--- src/rtl/uart_pkg.sv ---
// rtl/uart_pkg.sv - shared UART definitions for the transmit and receive paths
// Purpose: state encoding, default bit timing and frame width shared by the UART blocks.
// Ports: none (package).
package uart_pkg;

  localparam int DATA_BITS           = 8;
  localparam int DEFAULT_WAIT_CYCLES = 234;  // 27 MHz / 115200 baud

  typedef enum logic [2:0] {
    IDLE   = 3'd0,
    START  = 3'd1,
    DATA   = 3'd2,
    PARITY = 3'd3,
    STOP   = 3'd4
  } uart_state_t;

endpackage

--- src/rtl/uart_baud_gen.sv ---
// rtl/uart_baud_gen.sv - bit-period counter producing a tick on the last cycle of each bit
// Purpose: counts 0..WAIT_CYCLES-1 and wraps, so successive bit periods never drift.
// Ports:
//   clk     in   system clock
//   rst     in   asynchronous active-high reset
//   restart in   hold the counter at 0 (start of a new frame)
//   tick    out  high on the last cycle of the current bit period
module uart_baud_gen
  import uart_pkg::*;
#(
  parameter int WAIT_CYCLES = DEFAULT_WAIT_CYCLES
) (
  input  logic clk,
  input  logic rst,
  input  logic restart,
  output logic tick
);

  localparam int CW = (WAIT_CYCLES > 1) ? $clog2(WAIT_CYCLES) : 1;
  localparam logic [CW-1:0] LAST = CW'(WAIT_CYCLES - 1);

  logic [CW-1:0] cnt;

  assign tick = (cnt == LAST);

  always_ff @(posedge clk or posedge rst) begin
    if (rst) begin
      cnt <= '0;
    end else if (restart || tick) begin
      cnt <= '0;
    end else begin
      cnt <= cnt + 1'b1;
    end
  end

endmodule

--- src/rtl/uart_tx_serializer.sv ---
// rtl/uart_tx_serializer.sv - UART transmitter: one byte per handshake, sent LSB first on uart_tx
// Purpose: start bit, 8 data bits, optional even parity (macro UART_TX_PARITY_EN), STOP_BITS stop bits.
// Ports:
//   clk       in   system clock
//   rst       in   asynchronous active-high reset
//   in_data   in   byte to send, captured on in_valid && in_ready
//   in_valid  in   source has a byte
//   in_ready  out  idle and able to accept a byte
//   uart_tx   out  registered serial line, idle high
//   busy      out  frame in progress
//   done      out  one-cycle pulse on the last clock of the final stop bit
module uart_tx_serializer
  import uart_pkg::*;
#(
  parameter int WAIT_CYCLES = DEFAULT_WAIT_CYCLES,
  parameter int STOP_BITS   = 1
) (
  input  logic       clk,
  input  logic       rst,
  input  logic [7:0] in_data,
  input  logic       in_valid,
  output logic       in_ready,
  output logic       uart_tx,
  output logic       busy,
  output logic       done
);

  uart_state_t          state, state_next;
  logic [DATA_BITS-1:0] shift, shift_next;
  logic [2:0]           bit_cnt, bit_cnt_next;
  logic                 tx_next;
  logic                 tick;
  logic                 baud_restart;
`ifdef UART_TX_PARITY_EN
  logic                 parity, parity_next;
`endif

  assign in_ready     = (state == IDLE);
  assign busy         = (state != IDLE);
  assign baud_restart = (state == IDLE);

  uart_baud_gen #(.WAIT_CYCLES(WAIT_CYCLES)) u_baud (
    .clk     (clk),
    .rst     (rst),
    .restart (baud_restart),
    .tick    (tick)
  );

  always_comb begin
    state_next   = state;
    shift_next   = shift;
    bit_cnt_next = bit_cnt;
    done         = 1'b0;
    tx_next      = 1'b1;
`ifdef UART_TX_PARITY_EN
    parity_next  = parity;
`endif
    case (state)
      IDLE: begin
        if (in_valid) begin
          state_next   = START;
          shift_next   = in_data;
          bit_cnt_next = 3'd0;
`ifdef UART_TX_PARITY_EN
          parity_next  = ^in_data;
`endif
        end
      end
      START: begin
        if (tick) begin
          state_next   = DATA;
          bit_cnt_next = 3'd0;
        end
      end
      DATA: begin
        if (tick) begin
          shift_next = shift >> 1;
          if (bit_cnt == 3'(DATA_BITS - 1)) begin
            bit_cnt_next = 3'd0;
`ifdef UART_TX_PARITY_EN
            state_next   = PARITY;
`else
            state_next   = STOP;
`endif
          end else begin
            bit_cnt_next = bit_cnt + 3'd1;
          end
        end
      end
`ifdef UART_TX_PARITY_EN
      PARITY: begin
        if (tick) begin
          state_next   = STOP;
          bit_cnt_next = 3'd0;
        end
      end
`endif
      STOP: begin
        // bit_cnt is reused to count stop bits
        if (tick) begin
          if (bit_cnt == 3'(STOP_BITS - 1)) begin
            done         = 1'b1;
            state_next   = IDLE;
            bit_cnt_next = 3'd0;
          end else begin
            bit_cnt_next = bit_cnt + 3'd1;
          end
        end
      end
      default: state_next = IDLE;
    endcase

    // The line register is loaded with the level of the state being entered,
    // so the start bit appears in the cycle right after the handshake.
    case (state_next)
      START:   tx_next = 1'b0;
      DATA:    tx_next = shift_next[0];
`ifdef UART_TX_PARITY_EN
      PARITY:  tx_next = parity_next;
`endif
      default: tx_next = 1'b1;
    endcase
  end

  always_ff @(posedge clk or posedge rst) begin
    if (rst) begin
      state   <= IDLE;
      shift   <= '0;
      bit_cnt <= 3'd0;
      uart_tx <= 1'b1;
`ifdef UART_TX_PARITY_EN
      parity  <= 1'b0;
`endif
    end else begin
      state   <= state_next;
      shift   <= shift_next;
      bit_cnt <= bit_cnt_next;
      uart_tx <= tx_next;
`ifdef UART_TX_PARITY_EN
      parity  <= parity_next;
`endif
    end
  end

endmodule

--- config.mk ---
export PLATFORM = sky130hd
export DESIGN_NAME = uart_tx_serializer
export DESIGN_NICKNAME = d
export VERILOG_FILES = /design/src/rtl/uart_pkg.sv /design/src/rtl/uart_baud_gen.sv /design/src/rtl/uart_tx_serializer.sv
export SDC_FILE = /design/constraint.sdc
export NUM_CORES = 1
export LEC_CHECK = 0
export BUFFER_PORTS_ARGS = -buffer_cell sky130_fd_sc_hd__buf_2
export CORE_MARGIN = 2
export CORE_UTILIZATION = 30
export DETAILED_ROUTE_END_ITERATION = 8
export GPL_TIMING_DRIVEN = 0
export HOLD_SLACK_MARGIN = 0.06
export PLACE_DENSITY = 0.52
export REMOVE_ABC_BUFFERS = 1
export SKIP_CTS_REPAIR_TIMING = 1
export SLEW_MARGIN = 0
export SYNTH_ARGS = -nofsm -noshare
export SYNTH_HDL_FRONTEND = slang
export SYNTH_SLANG_ARGS = --single-unit
--- constraint.sdc ---
create_clock -name clk -period 1.6 [get_ports clk]
set_input_delay 0.32 -clock clk [delete_from_list [all_inputs] [get_ports clk]]
set_output_delay 0.32 -clock clk [all_outputs]
set_load 0.03 [all_outputs]
-- After elaboration in Yosys (flattened, before gate mapping)
Index checks and enable logic that the tools add are counted.
- output and inout bits: 4
- bits of input ports: 11
- flip-flop bits (word level): 23
- $add $sub $neg: 2
- equal/unequal tests: 11
- mux-type cells: 22
- reductions and logical operators: 8
- operators by type and width (operator ; count):
    3-bit two-way mux ; 12
    8-bit two-way mux ; 3
    3-bit one-hot mux with 4 select lines ; 2
    8-bit one-hot mux with 2 select lines ; 1
    8-bit by 1-bit adder with 8-bit output, second input constant ; 1
    8-bit == test, second input constant ; 1
    3-bit by 1-bit == test with 1-bit output, second input constant ; 2
    3-bit by 2-bit == test with 1-bit output, second input constant ; 2
    3-bit == test, second input constant ; 2
    3-bit zero test ; 2
    2-bit by 1-bit inequality test with 1-bit output, second input constant ; 3
    5-bit AND reduction ; 1
    4-bit nonzero test ; 1
    3-bit by 1-bit adder with 3-bit output, second input constant ; 1
    1-bit two-way mux ; 3
    3-bit AND reduction ; 1
    3-bit nonzero test ; 1
    2-bit inequality test, second input constant ; 1
    1-bit one-hot mux with 2 select lines ; 1
    2-bit nonzero test ; 1
    1-bit logical OR ; 1

-- Depth between registers and ports, before layout
Gate-level depths: netlist (run 1).
- depth in word-level cells: 6
- gate-level depth with buffers: 7

-- Modules after synthesis
From an unflattened synthesis (run 1), not the netlist that was laid out.
- cells, all modules: 126
- area total of the unflattened synthesis: 1285.0 sq um
- by module, submodules not included (module ; seq. area each (sq um) ; area an instance (sq um) ; cells an instance ; times used):
    uart_tx_serializer ; 376.6 ; 855.8 ; 84 ; 1
    uart_baud_gen ; 200.2 ; 429.2 ; 42 ; 1

-- Worst setup path after synthesis (run 1)
Ideal clock, no wire load.
- path kind: reg-to-reg
- from: reg state[0]
- to: reg shift[7]
- setup time: 0.127 ns
- arrival time: 1.530 ns
- setup slack: -0.056 ns
- data required time: 1.473 ns
- stages on the path, launching flop included: 7
- buffers on the path: 1
- path through: dfrtp_1 -> buf_6 -> or3_1 -> inv_1 -> nand2_1 -> nand2_1 -> o21ai_0
- longest elaborated chain between the ends: 3
- elaborated cells on any way between the ends: 7
- classes of those cells: eq/ne (3); mux (1); reduce/logical (3)
- ends and longest elaborated chain (item ; RTL line ; RTL):
    start, declared ; uart_tx_serializer.sv:28 ; uart_state_t state, state_next;
    start signal, assigned ; uart_tx_serializer.sv:135 ; state <= state_next;
    3-bit zero test * ; - ;
    net in_ready ; uart_tx_serializer.sv:22 ; output logic in_ready,
    2-bit inequality test (no line) / 2-bit nonzero test (equally long branches) ; - ;
    3-bit AND reduction (no line) ; - ;
    end signal, assigned ; uart_tx_serializer.sv:136 ; shift <= shift_next;
    end, declared ; uart_tx_serializer.sv:29 ; logic [DATA_BITS-1:0] shift, shift_next;
The timed path passes the listed nets; every way through them passes the cells marked *.
A chain may end at the register's enable or synchronous reset.

-- Final worst setup path (run 1)
- from: reg u_baud.cnt[0]
- to: out done
- longest elaborated chain between the ends: 3
- ends and longest elaborated chain (item ; RTL line ; RTL):
    start, declared ; uart_baud_gen.sv:22 ; logic [CW-1:0] cnt;
    start signal, assigned ; uart_baud_gen.sv:32 ; cnt <= cnt + 1'b1;
    8-bit == test ; uart_baud_gen.sv:24 ; assign tick = (cnt == LAST);
    1-bit two-way mux ; uart_tx_serializer.sv:100 ; if (tick) begin
    1-bit two-way mux ; uart_tx_serializer.sv:58 ; case (state)
    end, declared ; uart_tx_serializer.sv:25 ; output logic done
No other way between the ends.

==> impl_metrics.yaml, run 1 <==
global_route:
  grt_pass1_vias: 837
  groute.usage.overall_pct: 11.7
  grt_max_degree: 24
  grt_pass1_wl_um: 4100
  overflow: 0
  number_of_antenna_violations_at_the_first_check_in_global_routing: 0
power:
  leakage_nw: 0.770
  power.density_cell_area_nw_per_um2: 618
  power.ir.vdd_worst_uv: 352
floorplan:
  core_area_um2: 4000
  die_w_um: 68.5
  start_util_pct: 31.2
  boundaryPins: 15
  die_area_um2: 4690
  die_h_um: 68.5
  std_cell_rows: 23
synthesis:
  postSynthAreaPerCell_um2: 10.3
  yosysTopAreaCellShare_pct: 44.1
  netlist_instances: 121
  synth_seq_area_share_pct: 46.2
  ys_seq_elements: 23
  synthDistinctLibCells: 38
  largest_area_contributor_in_the_synthesized_netlist: "sky130_fd_sc_hd__dfrtp_1"
  netlist_area_before_placement_um2: 1250
  yosys_warnings: 0
  synth_area_leaders: "sky130_fd_sc_hd__dfrtp_1, sky130_fd_sc_hd__nand2_1, sky130_fd_sc_hd__ha_1, sky130_fd_sc_hd__a22oi_1, sky130_fd_sc_hd__nor2_1"
run_status:
  result_of_the_run: "finished with violations"
  violations: "negative setup slack"
cells_and_area:
  fillCellCount: 389
  design_area_um2: 1610
  layout-drive-gt1-share_pct: 40.0
  sequential_cell_area_um2: 581
  utilization_pct: 40.4
  final_net_count: 167
  multiInputGateArea_um2: 686
  areaGrowthSynthToFinish_pct: 29.3
  n_antenna_cell: 0
critical_path:
  worst-path-max-fanout: 4
  start_kind: "register"
  regToRegStartpoint: "u_baud.cnt[0]"
  required_ps: 1280
  timing.reg2reg.worst_path_depth: 6
  worst-r2r-setup-slack_ps: -260
  critPathCapture: "done"
  kind_of_end_point_of_the_critical_path: "output pin"
  crit_arrival_ps: 1610
  timing.critical_path.from: "u_baud.cnt[0]"
  critical_path.reg2reg.endpoint: "bit_cnt[0]"
  criticalPathCategory: "register to output pin"
timing:
  fin_worst_skew_ps: 8.01
  final-max-slew-violation-count: 0
  timing_hold_violations_final: 0
  finalWorstPathRequiredPeriod_ps: 1930
  setup_repair_after_global_routing_missed_its_margin: "true"
  fin_crit_share_pct: 121
  tightest_slew_ps: 909
  timing.fmax_mhz: 517
  setup_viol: 15
  timing.hold.ws_ps: 240
  slew_headroom_pct: 39.4
  finalWorstSetupSlack_ps: -334
placement:
  placedInstanceArea_um2: 1350
  finalWeightedCongestion: 0.799
  dp_hpwl_um: 1700
  buffer_ports.inserted: 14
routing:
  totalWireLength_um: 2540
  antenna_violating_nets_post_route: 0
  vias_per_cell: 4.71
  drc: 0
  detail_route.wl_per_cell_um: 12.7
  tritonroute_pass_1_iters: 4
  via_count: 942
  dr.first_iter.drc_count: 36
clocking:
  tritoncts: "yes"
  cts.sinks: 23
  clk_latency_ps: 270
  htree_num_levels: 1
  clk_pin_slew_worst_paths_ps: 80
  cts.root.buffer_cell: "sky130_fd_sc_hd__clkbuf_8"
  clock_tree.buffer_depth: 2
  cts-buffers-inserted: 3
hold_path:
  min-delay-path-class: "input port to async pin"
job:
  maxCapViolCount: 0
-- cell type report --
cell class / instances / share of cell area, %
inverters: 7 / 1.63
well taps: 50 / 3.88
clock buffers: 4 / 2.79
flip-flops and latches: 23 / 36.0
repair buffers: 29 / 13.3
multi-input cells: 87 / 42.5
-- placed cells by master, fill, tap and decap left out, drive strengths merged, types with 2 or more instances in the layout --
| cell type | n |
|---|---|
| nand3 | 3 |
| nand2 | 20 |
| nor2 | 11 |
| or3b | 2 |
| o21ai | 5 |
| ha | 5 |
| inv | 7 |
| and3b | 3 |
| xor2 | 4 |
| and3 | 2 |
| clkbuf | 4 |
| buf | 29 |
| a21oi | 3 |
| nand2b | 2 |
| xnor2 | 3 |
| dfrtp | 22 |
| and2 | 3 |
| a22oi | 6 |
-- critical path, cell delays in order, from the launching register on --
cell,delay [ps]
sky130_fd_sc_hd__dfrtp_1,420
sky130_fd_sc_hd__ha_1,210
sky130_fd_sc_hd__and4b_2,260
sky130_fd_sc_hd__nand2_4,90
sky130_fd_sc_hd__nor2_4,30
sky130_fd_sc_hd__and3b_2,210
sky130_fd_sc_hd__buf_6,130
-- power by group --
group,internal (mW),switching (mW),leakage (nW)
registers,0.591,0.00777,0.275
logic,0.0158,0.0221,0.472
clock network,0.178,0.182,0.0228
-- per-stage QoR --
stage          TNS (ps)  setup slack (ps)  std cells  total power [mW]
6_report          -2040              -334        200             0.997
3_3_place_gp      -1670              -234        181             0.645
2_1_floorplan      -225             -52.2        117             0.627
5_1_grt           -3230              -401        200              1.05
4_1_cts           -2540              -536        185              1.01
3_5_place_dp      -1570              -239        181             0.647
-- layer usage --
layer	global-route usage, %	part of all wire, %	vias to the layer above
li1	-	-	475
met1	17.8	51	451
met2	16.0	45	14
met3	3.41	3.8	2
met4	3.00	0.31	0
met5	0	0	-
-- sequential cells by signal (all words and copies together), names as in the netlist --
name	cells
shift	8
uart_tx	1
state	3
u_baud.cnt	8
bit_cnt	3
-- logic make-up (layout without fill, tap and decap cells) --
family / after synthesis / in the layout / share of synthesized area, %
simple gates: 53 / 53 / 23.0
flops: 23 / 23 / 46.2
compound gates: 20 / 20 / 14.5
buf+inv: 11 / 40 / 4.61
xor+xnor: 7 / 7 / 4.91
fa+ha+maj: 5 / 5 / 5.01
mux: 2 / 2 / 1.70
-- cells in the mapped netlist --
cell type                   number
sky130_fd_sc_hd__nand4b_1        1
sky130_fd_sc_hd__nor3_1          1
sky130_fd_sc_hd__xor2_1          4
sky130_fd_sc_hd__o31ai_1         1
sky130_fd_sc_hd__dfstp_2         1
sky130_fd_sc_hd__and3b_2         1
sky130_fd_sc_hd__nand4_1         1
sky130_fd_sc_hd__xnor2_1         3
sky130_fd_sc_hd__nor2_1         11
sky130_fd_sc_hd__ha_1            5
sky130_fd_sc_hd__a222oi_1        1
sky130_fd_sc_hd__and3_1          2
sky130_fd_sc_hd__and3b_1         2
sky130_fd_sc_hd__nor2b_1         1
sky130_fd_sc_hd__a21oi_2         2
sky130_fd_sc_hd__a31o_2          1
sky130_fd_sc_hd__or3_1           1
sky130_fd_sc_hd__nor4b_4         1
sky130_fd_sc_hd__and2_1          2
sky130_fd_sc_hd__dfrtp_1        22
sky130_fd_sc_hd__a22oi_1         6
sky130_fd_sc_hd__buf_2           1
sky130_fd_sc_hd__nand3_1         3
sky130_fd_sc_hd__or3b_1          2
sky130_fd_sc_hd__mux2i_1         1
sky130_fd_sc_hd__nand2b_1        2
sky130_fd_sc_hd__nand2_1        20
sky130_fd_sc_hd__a41oi_4         1
sky130_fd_sc_hd__and4b_1         1
sky130_fd_sc_hd__inv_1           7
sky130_fd_sc_hd__mux2_1          1
sky130_fd_sc_hd__a21oi_1         1
sky130_fd_sc_hd__buf_6           1
sky130_fd_sc_hd__a221oi_4        1
sky130_fd_sc_hd__and2_2          1
sky130_fd_sc_hd__o21ai_0         5
sky130_fd_sc_hd__buf_4           2
sky130_fd_sc_hd__a2bb2oi_1       1
-- worst min path at each step --
stage,from,to,cells after the start
floorplan,rst,bit_cnt[0],1
global placement,shift[3],shift[3],2
detailed placement,shift[3],shift[3],2
CTS,in_data[7],shift[7],3
global route,in_data[1],shift[1],3
finish,rst,shift[5],2
Note: power is estimated with default switching activity, not from simulation.
==> run 2: changes to the inputs <==
--- a/config.mk
+++ b/config.mk
@@ -6,12 +6,13 @@
 export NUM_CORES = 1
 export LEC_CHECK = 0
 export BUFFER_PORTS_ARGS = -buffer_cell sky130_fd_sc_hd__buf_2
+export CAP_MARGIN = 25
 export CORE_MARGIN = 2
 export CORE_UTILIZATION = 30
 export DETAILED_ROUTE_END_ITERATION = 8
 export GPL_TIMING_DRIVEN = 0
 export HOLD_SLACK_MARGIN = 0.06
-export PLACE_DENSITY = 0.52
+export PLACE_DENSITY = 0.51
 export REMOVE_ABC_BUFFERS = 1
 export SKIP_CTS_REPAIR_TIMING = 1
 export SLEW_MARGIN = 0
==> constraint.sdc (replaced) <==
create_clock -name clk -period 2.39 [get_ports clk]
set_input_delay 0.478 -clock clk [delete_from_list [all_inputs] [get_ports clk]]
set_output_delay 0.478 -clock clk [all_outputs]
set_load 0.03 [all_outputs]
==> run 2 against run 1 <==
  * The flow now finishes without violations
  * Sequential share of layout area rose by 5.3 points
  * First-iteration DRC count fell by 28%
  * Cell count shrank 7.5%
  * Critical path type unchanged
  * Largest cell class unchanged
==> impl_metrics.yaml, run 2 (same netlist as run 1, synthesis figures left out) <==
run_status:
  result_of_the_run: "finished, final reports clean"
global_route:
  groute.usage.overall_pct: 11.5
  grt_pass1_wl_um: 3890
  number_of_antenna_violations_at_the_first_check_in_global_routing: 0
  grt_max_degree: 24
  groute.layer.met3.usage_pct: 1.95
  overflow: 0
  grt_pass1_vias: 842
  use_met2_pct: 17.1
  busiest_layer: "met2"
  use_met1_pct: 15.6
power:
  power.density_cell_area_nw_per_um2: 479
  internal-power_uw: 525
  power.ir.vdd_worst_uv: 154
  pwr-share-seq_pct: 59.8
  switching_share_pct: 21.5
  net-switching-power_uw: 144
  pwr-share-clk_pct: 36.6
  leakage_nw: 0.667
  power.share.combinational_pct: 3.6
critical_path:
  cp_top_family: "simple AND/OR/NAND/NOR gates"
  crit_slowest_cell: "sky130_fd_sc_hd__dfrtp_1"
  worst-path-max-fanout: 5
  cells_along_the_critical_path: "inv_1 -> ha_1 -> and4b_2 -> nand2_2 -> nor2_1 -> and3b_2 -> buf_2"
  critical_path_buf_inv_count: 2
  regToRegStartpoint: "u_baud.cnt[0]"
  crit_arrival_ps: 1770
  required_ps: 1910
  timing.critical_path.from: "u_baud.cnt[1]"
  kind_of_end_point_of_the_critical_path: "output pin"
  criticalPathCategory: "register to output pin"
  start_kind: "register"
  crit_path_max_incr_delay_ps: 410
floorplan:
  boundaryPins: 15
  std_cell_rows: 23
  die_area_um2: 4690
  die_w_um: 68.5
  start_util_pct: 31.2
  die_h_um: 68.5
  core_area_um2: 4000
cells_and_area:
  n_antenna_cell: 0
  areaGrowthSynthToFinish_pct: 12.0
  most_common_cell_after_layout_fill_and_taps_aside: "sky130_fd_sc_hd__dfrtp_1"
  layout_top_registers: "shift x8, u_baud.cnt x8"
  final_net_count: 152
  layout.cells.most_common_list: "sky130_fd_sc_hd__dfrtp_1, sky130_fd_sc_hd__nand2_1, sky130_fd_sc_hd__buf_2"
  layout-drive-gt1-share_pct: 20.7
routing:
  vias_per_cell: 4.86
  dr.first_iter.drc_count: 26
  detail_route.wl_per_cell_um: 12.6
  tritonroute_pass_1_iters: 4
  via_count: 899
  drc: 0
  totalWireLength_um: 2340
  antenna_violating_nets_post_route: 0
timing:
  timing_hold_violations_final: 0
  fin_crit_share_pct: 93.9
  setup_repair_after_global_routing_missed_its_margin: "false"
  setup-tns-final_ps: 0
  finalWorstSetupSlack_ps: 146
  slew_headroom_pct: 41.5
  fin_worst_skew_ps: 4.04
  setup_viol: 0
  finalWorstPathRequiredPeriod_ps: 2240
  final-max-slew-violation-count: 0
  timing.fmax_mhz: 446
  tightest_slew_ps: 877
clocking:
  cts.root.buffer_cell: "sky130_fd_sc_hd__clkbuf_8"
  clk_latency_ps: 270
  htree_num_levels: 1
  tritoncts: "yes"
  cts.sinks: 23
  clock_tree.buffer_depth: 2
  clk_pin_slew_worst_paths_ps: 80
  cts-buffers-inserted: 3
placement:
  place_ws_ps: 349
  buffer_ports.inserted: 14
  dp_hpwl_um: 1730
  finalWeightedCongestion: 0.752
job:
  maxCapViolCount: 0
hold_path:
  min-delay-path-class: "input port to async pin"
run 2: cell count changes in the layout (fill, tap and decap cells not counted), moves of 2 or more:
cell                      delta
sky130_fd_sc_hd__buf_2       +3
sky130_fd_sc_hd__buf_6       -3
sky130_fd_sc_hd__a22oi_2     -6
sky130_fd_sc_hd__buf_4      -14
sky130_fd_sc_hd__dfrtp_2     -3
sky130_fd_sc_hd__o21ai_0     +3
sky130_fd_sc_hd__o21ai_1     -2
sky130_fd_sc_hd__dfrtp_1     +3
sky130_fd_sc_hd__a22oi_1     +6
run 2: worst reg2reg max path: stages, from the launching register on:
cell and delay (ps):
sky130_fd_sc_hd__dfrtp_1 430, sky130_fd_sc_hd__ha_1 230, sky130_fd_sc_hd__and4b_2 290, sky130_fd_sc_hd__and2_1 200
sky130_fd_sc_hd__a21oi_2 220, sky130_fd_sc_hd__mux2_1 350
run 2: layer usage:
metal | wire [um] | vias to the layer above
met1 | 1140 | 431
met5 | 0 | -
met3 | 73 | 5
met4 | 59 | 0
li1 | - | 447
met2 | 1060 | 16
run 2: worst paths after layout:
| check | cells after the start | slack [ps] | endpoint |
|---|---|---|---|
| worst max-delay path | 7 | 150 | done |
| worst min-delay path | 2 | 380 | u_baud.cnt[4] |
| worst max register to register | 5 | 550 | bit_cnt[0] |
| worst min register to register | 2 | 490 | shift[3] |
| max in group asynchronous | 2 | 1470 | shift[1] |
| min in group clk | 3 | 420 | shift[7] |
run 2: layout make-up:
cell class                 instances  area, um2
sequential                        23        577
timing repair buffer              14       70.1
tap                               50       62.6
inverter                           7       26.3
fill                             403       2600
multi-input combinational         87        618
clock buffer                       4       45.0
run 2: metrics by stage:
stage | util, % | power (mW) | cell area (um2) | instances | hold slack (ps)
floorplan | - | 0.420 | 1220 | 117 | 447
global placement | 33.8 | 0.432 | 1350 | 181 | 460
global route | 35.0 | 0.695 | 1400 | 185 | 441
detailed placement | 33.8 | 0.433 | 1350 | 181 | 463
CTS | 34.9 | 0.679 | 1400 | 185 | 413
finish | 35.0 | 0.669 | 1400 | 185 | 385
run 2: power groups by stage:
stage | clock network (mW) | logic (mW) | registers (mW)
6_report | 0.245 | 0.0240 | 0.400
5_1_grt | 0.266 | 0.0284 | 0.401
4_1_cts | 0.254 | 0.0251 | 0.400
3_5_place_dp | 0 | 0.0251 | 0.408
3_3_place_gp | 0 | 0.0242 | 0.408
2_1_floorplan | 0 | 0.0132 | 0.407
==> run 3: changes to the inputs <==
--- a/config.mk
+++ b/config.mk
@@ -5,7 +5,7 @@
 export SDC_FILE = /design/constraint.sdc
 export NUM_CORES = 1
 export LEC_CHECK = 0
-export BUFFER_PORTS_ARGS = -buffer_cell sky130_fd_sc_hd__buf_2
+export BUFFER_PORTS_ARGS = -buffer_cell sky130_fd_sc_hd__buf_4
 export CAP_MARGIN = 25
 export CORE_MARGIN = 2
 export CORE_UTILIZATION = 30
==> run 3 against run 2 <==
  * Count of clock-buffer cells in the layout stayed put
  * Largest power group unchanged
  * Non-clock buffer count is 1 higher
  * Register-to-register slack worse by 40 ps
  * First-iteration DRC count grew to 3.3 times the previous value
  * Via count is 0.22% lower
  * Fmax is 2.1% higher
  * Combinational power is 18% higher
  * Sequential share of layout area is 1.2 points lower
  * Core utilization is 1.1 points higher
  * Routed wire length is 4.5% higher
  * Power is 0.12% higher
==> impl_metrics.yaml, run 3 (same netlist as run 1, synthesis figures left out) <==
run_status:
  result_of_the_run: "finished, final reports clean"
power:
  pwr-share-clk_pct: 36.1
  internal-power_uw: 530
  power.density_cell_area_nw_per_um2: 465
  leakage_nw: 0.683
  pwr-share-seq_pct: 59.7
  power.ir.vdd_worst_uv: 178
  switching_share_pct: 21.0
  power.share.combinational_pct: 4.2
  net-switching-power_uw: 141
cells_and_area:
  sequential_cell_area_um2: 577
  layout.cells.most_common_list: "sky130_fd_sc_hd__dfrtp_1, sky130_fd_sc_hd__nand2_1, sky130_fd_sc_hd__buf_4"
  most_common_cell_after_layout_fill_and_taps_aside: "sky130_fd_sc_hd__dfrtp_1"
  final_net_count: 153
  instances_no_fill: 186
  layout_top_registers: "shift x8, u_baud.cnt x8"
  layout-drive-gt1-share_pct: 21.3
  fillCellCount: 396
  areaGrowthSynthToFinish_pct: 15.4
  multiInputGateArea_um2: 618
  n_antenna_cell: 0
timing:
  setup-tns-final_ps: 0
  tightest_slew_ps: 878
  slew_headroom_pct: 41.4
  final-max-slew-violation-count: 0
  finalWorstSetupSlack_ps: 191
  fin_crit_share_pct: 92.0
  timing_hold_violations_final: 0
  timing.fmax_mhz: 455
  setup_repair_after_global_routing_missed_its_margin: "false"
  fin_worst_skew_ps: 4.81
  setup_viol: 0
  finalWorstPathRequiredPeriod_ps: 2200
critical_path:
  kind_of_end_point_of_the_critical_path: "output pin"
  regToRegStartpoint: "u_baud.cnt[0]"
  crit_path_max_incr_delay_ps: 410
  worst-path-max-fanout: 4
  criticalPathCategory: "register to output pin"
  start_kind: "register"
  worst-r2r-setup-slack_ps: 510
  cells_along_the_critical_path: "inv_1 -> ha_1 -> and4b_2 -> nand2_2 -> nor2_1 -> and3b_2 -> buf_4"
  required_ps: 1910
  crit_slowest_cell: "sky130_fd_sc_hd__dfrtp_1"
  timing.reg2reg.worst_path_depth: 6
  critical_path.reg2reg.endpoint: "shift[0]"
  crit_arrival_ps: 1720
clocking:
  clock_tree.buffer_depth: 2
  clk_latency_ps: 260
  clk_pin_slew_worst_paths_ps: 80
  cts.root.buffer_cell: "sky130_fd_sc_hd__clkbuf_8"
  cts.sinks: 23
  cts-buffers-inserted: 3
  tritoncts: "yes"
  htree_num_levels: 1
floorplan:
  core_area_um2: 4000
  die_w_um: 68.5
  std_cell_rows: 23
  boundaryPins: 15
  start_util_pct: 31.2
  die_area_um2: 4690
  die_h_um: 68.5
hold_path:
  min-delay-path-class: "input port to async pin"
routing:
  detail_route.wl_per_cell_um: 13.1
  vias_per_cell: 4.82
  via_count: 897
  dr.first_iter.drc_count: 87
  antenna_violating_nets_post_route: 0
  totalWireLength_um: 2440
  drc: 0
  tritonroute_pass_1_iters: 6
placement:
  dp_hpwl_um: 1830
  numPlacedInstances: 181
  buffer_ports.inserted: 14
  place_ws_ps: 333
  finalWeightedCongestion: 0.785
global_route:
  groute.layer.met3.usage_pct: 2.11
  use_met1_pct: 17.2
  overflow: 0
  number_of_antenna_violations_at_the_first_check_in_global_routing: 0
  use_met2_pct: 17.5
  grt_max_degree: 24
  grt_pass1_vias: 864
  grt_pass1_wl_um: 4110
  busiest_layer: "met2"
  groute.usage.overall_pct: 11.9
job:
  maxCapViolCount: 0
==> run 3: cell count changes in the layout (fill, tap and decap cells not counted), sizes merged <==
cell / change
buf: +1
==> run 3: cell type report <==
type / instances / area share, %
Sequential cell: 23 / 40.0
Timing Repair Buffer: 15 / 7.81
Tap cell: 50 / 4.34
Inverter: 7 / 1.82
Multi-Input combinational cell: 87 / 42.9
Clock buffer: 4 / 3.13
==> run 3: how the worst max path moves through the flow <==
stage	startpoint	endpoint	slack [ps]	cells after the start
global route	u_baud.cnt[1]	done	30	7
detailed placement	u_baud.cnt[1]	done	330	7
CTS	u_baud.cnt[1]	done	40	7
floorplan	u_baud.cnt[1]	done	590	6
global placement	u_baud.cnt[1]	done	430	7
finish	u_baud.cnt[1]	done	190	7
==> run 3: critical path: cells and delay by family, from the launching register on <==
kind | cells | cell delay (ps)
adders and majority gates | 1 | 140
buffers and inverters | 2 | 220
DFF | 1 | 410
and+or+nand+nor | 4 | 680
==> run 3: layer usage <==
layer	vias up	routed length [um]
li1	447	-
met1	433	1200
met2	15	1130
met3	2	86
met4	0	21
met5	-	0
==> run 3: power groups by stage <==
| stage | Combinational, mW | Clock [mW] | Sequential (mW) |
|---|---|---|---|
| after floorplan | 0.0132 | 0 | 0.407 |
| after global placement | 0.0288 | 0 | 0.408 |
| after detailed placement | 0.0294 | 0 | 0.408 |
| after CTS | 0.0294 | 0.249 | 0.400 |
| after global routing | 0.0325 | 0.271 | 0.401 |
| final | 0.0283 | 0.242 | 0.400 |
==> run 3: through the flow <==
step	hold WS [ps]	area, um2	util, %	power [mW]
5_1_grt	437	1440	36.0	0.704
3_5_place_dp	465	1390	34.6	0.437
3_3_place_gp	459	1390	34.6	0.437
6_report	397	1440	36.0	0.670
4_1_cts	416	1430	35.8	0.679
2_1_floorplan	447	1220	-	0.420
